$ cat src/rtl/usb_in_arbiter.sv
// Round-robin arbiter that merges NUM_REQ byte streams onto one CDC IN channel.
// A grant is held for a whole message, capped at MAX_LEN bytes, and data flows combinationally while granted.
module usb_in_arbiter #(
  parameter int NUM_REQ = 4,
  parameter int MAX_LEN = 16
) (
  input  logic                   clk_app,
  input  logic                   rstn_i,
  input  logic                   usb_configured_i,
  input  logic [NUM_REQ-1:0]     req_valid_i,
  input  logic [8*NUM_REQ-1:0]   req_data_i,
  input  logic [NUM_REQ-1:0]     req_last_i,
  output logic [NUM_REQ-1:0]     req_ready_o,
  output logic [7:0]             in_data_o,
  output logic                   in_valid_o,
  input  logic                   in_ready_i,
  output logic [NUM_REQ-1:0]     grant_o,
  output logic                   trunc_o
);

  localparam int         IW        = (NUM_REQ > 1) ? $clog2(NUM_REQ) : 1;
  localparam logic [7:0] MAX_LEN_B = 8'(MAX_LEN);

  typedef enum logic {IDLE, XFER} state_t;

  state_t          state_q, state_d;
  logic [IW-1:0]   gnt_q, gnt_d;
  logic [IW-1:0]   rr_q, rr_d;
  logic [7:0]      cnt_q, cnt_d;
  logic            trunc_q, trunc_d;

  logic            sel_found;
  logic [IW-1:0]   sel_idx;
  logic [IW-1:0]   gnt_nxt;
  logic [NUM_REQ-1:0] gnt_oh;
  logic            g_valid;
  logic            g_last;
  logic [7:0]      g_data;
  logic            active;
  logic            xfer_go;
  logic [7:0]      cnt_inc;

  // First valid requester at or above rr_q, wrapping around.
  always_comb begin
    logic [IW-1:0] cand;
    cand      = '0;
    sel_found = 1'b0;
    sel_idx   = rr_q;
    for (int i = 0; i < NUM_REQ; i++) begin
      cand = IW'((int'(rr_q) + i) % NUM_REQ);
      if (!sel_found && req_valid_i[cand]) begin
        sel_found = 1'b1;
        sel_idx   = cand;
      end
    end
  end

  always_comb begin
    gnt_oh  = '0;
    g_data  = 8'h00;
    g_valid = 1'b0;
    g_last  = 1'b0;
    for (int k = 0; k < NUM_REQ; k++) begin
      if (gnt_q == IW'(k)) begin
        gnt_oh[k] = 1'b1;
        g_data    = req_data_i[8*k +: 8];
        g_valid   = req_valid_i[k];
        g_last    = req_last_i[k];
      end
    end
  end

  assign gnt_nxt = (gnt_q == IW'(NUM_REQ - 1)) ? '0 : gnt_q + 1'b1;
  assign cnt_inc = cnt_q + 8'd1;

  // Dropping configuration gates the datapath in the same cycle.
  assign active  = (state_q == XFER) && usb_configured_i;
  assign xfer_go = active && g_valid && in_ready_i;

  assign in_valid_o  = active && g_valid;
  assign in_data_o   = in_valid_o ? g_data : 8'h00;
  assign req_ready_o = active ? (gnt_oh & {NUM_REQ{in_ready_i}}) : '0;
  assign grant_o     = (state_q == XFER) ? gnt_oh : '0;
  assign trunc_o     = trunc_q;

  always_comb begin
    state_d = state_q;
    gnt_d   = gnt_q;
    rr_d    = rr_q;
    cnt_d   = cnt_q;
    trunc_d = 1'b0;
    case (state_q)
      IDLE: begin
        if (usb_configured_i && sel_found) begin
          state_d = XFER;
          gnt_d   = sel_idx;
          cnt_d   = 8'd0;
        end
      end
      XFER: begin
        if (!usb_configured_i) begin
          state_d = IDLE;
          cnt_d   = 8'd0;
        end else if (xfer_go) begin
          cnt_d = cnt_inc;
          if (g_last || (cnt_inc == MAX_LEN_B)) begin
            state_d = IDLE;
            rr_d    = gnt_nxt;
            cnt_d   = 8'd0;
            trunc_d = !g_last;
          end
        end
      end
      default: state_d = IDLE;
    endcase
  end

  always_ff @(posedge clk_app or negedge rstn_i) begin
    if (!rstn_i) begin
      state_q <= IDLE;
      gnt_q   <= '0;
      rr_q    <= '0;
      cnt_q   <= 8'd0;
      trunc_q <= 1'b0;
    end else begin
      state_q <= state_d;
      gnt_q   <= gnt_d;
      rr_q    <= rr_d;
      cnt_q   <= cnt_d;
      trunc_q <= trunc_d;
    end
  end

endmodule

$ cat config.mk
export PLATFORM = sky130hd
export DESIGN_NAME = usb_in_arbiter
export DESIGN_NICKNAME = d
export VERILOG_FILES = /design/src/rtl/usb_in_arbiter.sv
export SDC_FILE = /design/constraint.sdc
export NUM_CORES = 1
export LEC_CHECK = 0
export CAP_MARGIN = 20
export CORE_MARGIN = 2
export CORE_UTILIZATION = 44
export CTS_BUF_LIST = sky130_fd_sc_hd__clkbuf_4
export CTS_CLUSTER_SIZE = 12
export DETAILED_ROUTE_END_ITERATION = 12
export GPL_ROUTABILITY_DRIVEN = 0
export PLACE_DENSITY = 0.83
export SLEW_MARGIN = 5
export SYNTH_ARGS = -nofsm -noshare
export SYNTH_HDL_FRONTEND = slang
export SYNTH_SLANG_ARGS = --single-unit
$ cat constraint.sdc
create_clock -name clk_app -period 2.8 [get_ports clk_app]
set_clock_uncertainty 0.15 [all_clocks]
set_input_delay 0.7 -clock clk_app [delete_from_list [all_inputs] [get_ports clk_app]]
set_output_delay 0.7 -clock clk_app [all_outputs]
set_load 0.005 [all_outputs]
Word-level counts from Yosys, hierarchy flattened
Index checks and enable logic that the tools add are counted.
{ "totals": {"inputBits": 44, "register_bits": 14, "word_cells": 87, "output_inout_bits": 18, "mem_bits_ro": 0, "memories": 0, "latch_bits": 0, "mem_bits_rw": 0} }
{ "op_classes": {"add_sub_neg": 5, "reduce_logical": 16, "eq_ne": 6, "n_mux": 49, "n_div": 0, "shift": 0, "n_mul": 0, "order_cmp": 4, "bitwise_logic": 2} }
{ "ops": {"columns": ["cell", "count"], "rows": [
  ["$mux W8", 9],
  ["$mux W1", 28],
  ["$pmux W8 S2", 1],
  ["$lt A2 B3 Y1 const B", 4],
  ["$add A8 B1 Y8 const B", 1],
  ["$bmux W1 S2", 4],
  ["$eq A8 B5 Y1 const B", 1],
  ["$mux W2", 4],
  ["$mux W4", 2],
  ["$logic_and A1 B1 Y1", 7],
  ["$add A2 B1 Y2 const B", 2],
  ["$add A2 B2 Y2 const B", 2],
  ["$and A4 B4 Y4", 1],
  ["$eq A2 B2 Y1 const B", 2],
  ["$logic_not A1 Y1", 4],
  ["$reduce_and A2 Y1", 2],
  ["$reduce_and A4 Y1", 1],
  ["$ne A3 B2 Y1 const B", 1],
  ["$eq A2 B1 Y1 const B", 1],
  ["$logic_not A2 Y1", 1],
  ["$ne A2 B2 Y1 const B", 1],
  ["$pmux W1 S2", 1],
  ["$logic_or A1 B1 Y1", 1],
  ["$not A1 Y1", 1]
]} }

Logic depth before layout (Yosys ltp)
{ "depth": {"ltp_word": 15, "mapped_depth": 10} }

Least setup slack after synthesis
OpenSTA, ideal clock, no wires.
{ "synth_path": {"kind": "reg-to-output", "startpoint": "register gnt_q[0]", "endpoint": "output port in_data_o[0]", "arrival_time_ns": 1.526, "path_slack_ns": 0.424, "path_buffers": 2, "t_required_ns": 1.950, "stages_incl_launch_ff": 8, "cell_sequence": "dfrtp_1 > inv_1 > ha_1 > buf_4 > nor3b_2 > a2111o_1 > buf_6 > nor2_1"} }
{ "synth_between": {"elab_chain_cells": 7, "word_cells_on_any_way": 14, "cone_classes": "eq/ne: 3; mux: 9; reduce/logical: 2"} }
{ "synth_rtl": {"columns": ["element", "line_no", "source"], "rows": [
  ["start, declared", "27", "logic [IW-1:0] gnt_q, gnt_d;"],
  ["start signal, assigned", "127", "gnt_q <= gnt_d;"],
  ["$logic_not A2 Y1", "64", "if (gnt_q == IW'(k)) begin"],
  ["$mux W1 (4 in series)", "64", null],
  ["$logic_and A1 B1 Y1", "80", "assign in_valid_o = active && g_valid;"],
  ["$mux W8 *", "81", "assign in_data_o = in_valid_o ? g_data : 8'h00;"],
  ["end, declared", "14", "output logic [7:0] in_data_o,"]
]} }
Every way passes the cells marked *; elsewhere a longest branch is shown, timed or not.

Worst setup path after layout
{ "layout_path": {"startpoint": "register gnt_q[0]", "endpoint": "output port in_data_o[6]"} }
Same word-level chain as after synthesis.

==> flow_metrics.tcl <==
set metrics [dict create \
    status "finished, violations left" \
    violations "negative setup slack" \
    crit_required_ps 1950 \
    ys_warn_count 0 \
    post_drt_wl_per_cell_um 18.0 \
    finalSetupTns_ps -1300 \
    worst_slack_ps -197 \
    dp_hpwl_mm 3.69 \
    worst_setup_path_start_kind "flop" \
    finalHoldViolCount 0 \
    clock_path_buffers 2 \
    endpoint_kind "output pin" \
    relSlewSlack_pct 57.7 \
    cts_tree "done" \
    grt_max_degree 21 \
    max_slew.worst_pin.slew_ps 633 \
    synth_nets 231 \
    placed_cell_area_sq_mm 0.00226 \
    stdcell_area_sq_mm 0.00252 \
    numPortBuffers 61 \
    syn_area_per_cell_sq_um 7.95 \
    synthCells 181 \
    hold_buffers 0 \
    arrival_ps 2150 \
    crit_fanout 4 \
    dieWidth_um 61.2 \
    whs_ps 434 \
    avgViaCountPerCell 5.96 \
    start_util_pct 46.7 \
    grt-ovfl-total 0 \
    fp.coreArea_sq_mm 0.00308 \
    powerDensity_mw_per_mm2 821 \
    clock_latency_ps 280 \
    synth_top_area_share_pct 24.3 \
    synth_cell_types 46 \
    core.rowCount 20 \
    drt-total-wl_mm 5.88 \
    peakVddDrop_mv 0.513 \
    syn-cell-area_sq_mm 0.00144 \
    cts_root_buf "clkbuf_4" \
    antennaDiodeCount 0 \
    crit_type "reg2out" \
    drv_cap 0 \
    cts_sinks 14 \
    synth_seq_cells 14 \
    yosysTopAreaCell "dfrtp_1" \
    yosysSeqAreaShare_pct 24.3 \
    first_iter_violations 158 \
    finalMaxSlewViolations 0 \
    vias 1948 \
    ant_nets 0 \
    cts_buffers 3 \
    dpl_worst_slack_ps -540 \
    min_period_ps 3000 \
    grt_antenna_before_repair 0 \
    track_usage_pct 29.5 \
    hold_class "reg2reg" \
    num_io_pins 62 \
    layout.nets 334 \
    dr.pass1.iters 5 \
    die_area_sq_mm 0.00374 \
    die_h_um 61.2 \
    drive_above_1_share_pct 29.3 \
    synth_edf_count 0 \
    clk_pin_slew_ps 80 \
    setup_violations 10 \
    synth.area.top_cells "dfrtp_1 (24%), nor2b_1 (6.5%), a21oi_1 (5.2%)" \
    drc 0 \
    dominantRegCellSynth "dfrtp_1" \
    leakage_nw 1.12 \
    grt_pass1_vias 1818 \
    grt_setup_unrepaired "true" \
    final_util_pct 81.9 \
    fmax_ghz 0.334 \
    grt_pass1_wl_mm 8.20 \
    h-tree-depth 1 \
    period_share_pct 107 \
    syn2layout_area_growth_pct 75.1 \
    synthArstFlopShare_pct 100 \
]
[cells by family (layout without fill, tap and decap cells)]
family | after synthesis | in the layout | share of synthesized area [%]
AO/OA/AOI/OAI | 57 | 57 | 29.0
XOR/XNOR | 2 | 2 | 1.22
multiplexers | 2 | 2 | 1.48
flip-flops | 14 | 14 | 24.3
buffers and inverters | 17 | 119 | 5.83
AND/OR/NAND/NOR | 83 | 83 | 33.0
adder cells (fa/ha/maj) | 6 | 6 | 5.22
[final cells by class]
| type | instances | area, sq um |
|---|---|---|
| multi-input cells | 150 | 1090 |
| repair buffers | 108 | 963 |
| fillers | 196 | 558 |
| flip-flops and latches | 14 | 352 |
| well taps | 44 | 55.1 |
| inverters | 7 | 28.8 |
| clock buffers | 3 | 22.5 |
| clock inverters | 1 | 3.75 |
[per-stage QoR]
stage                     total power [mW]  cells
after global routing                  2.17    327
after floorplan                      0.992    181
final                                 2.07    327
after CTS                             1.82    324
after global placement                1.47    304
after detailed placement              1.50    304
[flip-flops by register name, indices dropped and copies added, names as in the netlist]
signal / cells
cnt_q: 8
gnt_q: 2
rr_q: 2
state_q: 1
trunc_o: 1
[synthesized netlist by cell type (all sizes together) (3+ instances only)]
master and n:
inv 7, buf 4, o21ai 6, dfrtp 14, a31oi 3, a21oi 15
nor3 12, nor2 21, nand2 7, a22o 5, a211oi 7, nor2b 15
nand3b 4, and2 8, nor3b 3, ha 6, nand4 3, clkbuf 6
a221oi 8
[worst paths after layout]
path / endpoint / slack [ps] / startpoint / cells after the start
hold reg to reg: cnt_q[2] / 430 / cnt_q[2] / 1
max in group asynchronous: gnt_q[0] / 1400 / rstn_i / 1
setup reg to reg: rr_q[1] / 170 / gnt_q[0] / 13
min in group asynchronous: cnt_q[5] / 650 / rstn_i / 1
setup / recovery: in_data_o[6] / -200 / gnt_q[0] / 9
hold / removal: cnt_q[2] / 430 / cnt_q[2] / 1
[critical path, stage by stage (launching register included)]
cell and delay, ps:
dfrtp_2 460, inv_2 110, buf_6 120, ha_4 170, a211oi_4 50, a2111o_1 480
buf_6 150, buf_6 120, nor2_1 70, buf_2 110
[placed cells by master (no fill, tap or decap), types with 3 or more instances in the layout]
master	netlist	layout
clkdlybuf4s50_1	0	43
nor2_2	0	4
nand4_1	3	3
buf_4	1	38
nor2_1	20	15
a22o_1	5	5
dlygate4sd2_1	0	8
inv_1	6	4
nor2b_1	15	14
o21ai_0	5	5
ha_4	0	3
dfrtp_1	14	13
a31oi_1	3	3
nand2_1	7	7
nor3_1	12	12
a211oi_1	6	5
buf_2	1	8
and2_1	8	8
a21oi_1	15	15
buf_6	2	8
a221oi_1	8	6
clkbuf_4	0	3
nand3b_1	4	4
[power by group]
group          internal [mW]  switching [mW]
Sequential             0.244          0.0571
Clock                 0.0518          0.0668
Combinational          0.862           0.786
[per-layer routing]
layer	vias to the layer above	wire [um]	global-route usage, %
met2	122	2830	49.7
met4	0	182	9.94
met1	909	2270	37.1
met5	-	0	0
li1	889	-	-
met3	28	594	7.14
[repair_timing]
item / CTS / global route
buffers inserted: 15 / 4
cloned: 1 / 0
pin swaps: 12 / 4
gates resized for setup: 65 / 15
setup endpoints to repair: 13 / 11
No activity file was read; power rests on OpenSTA's default activity.
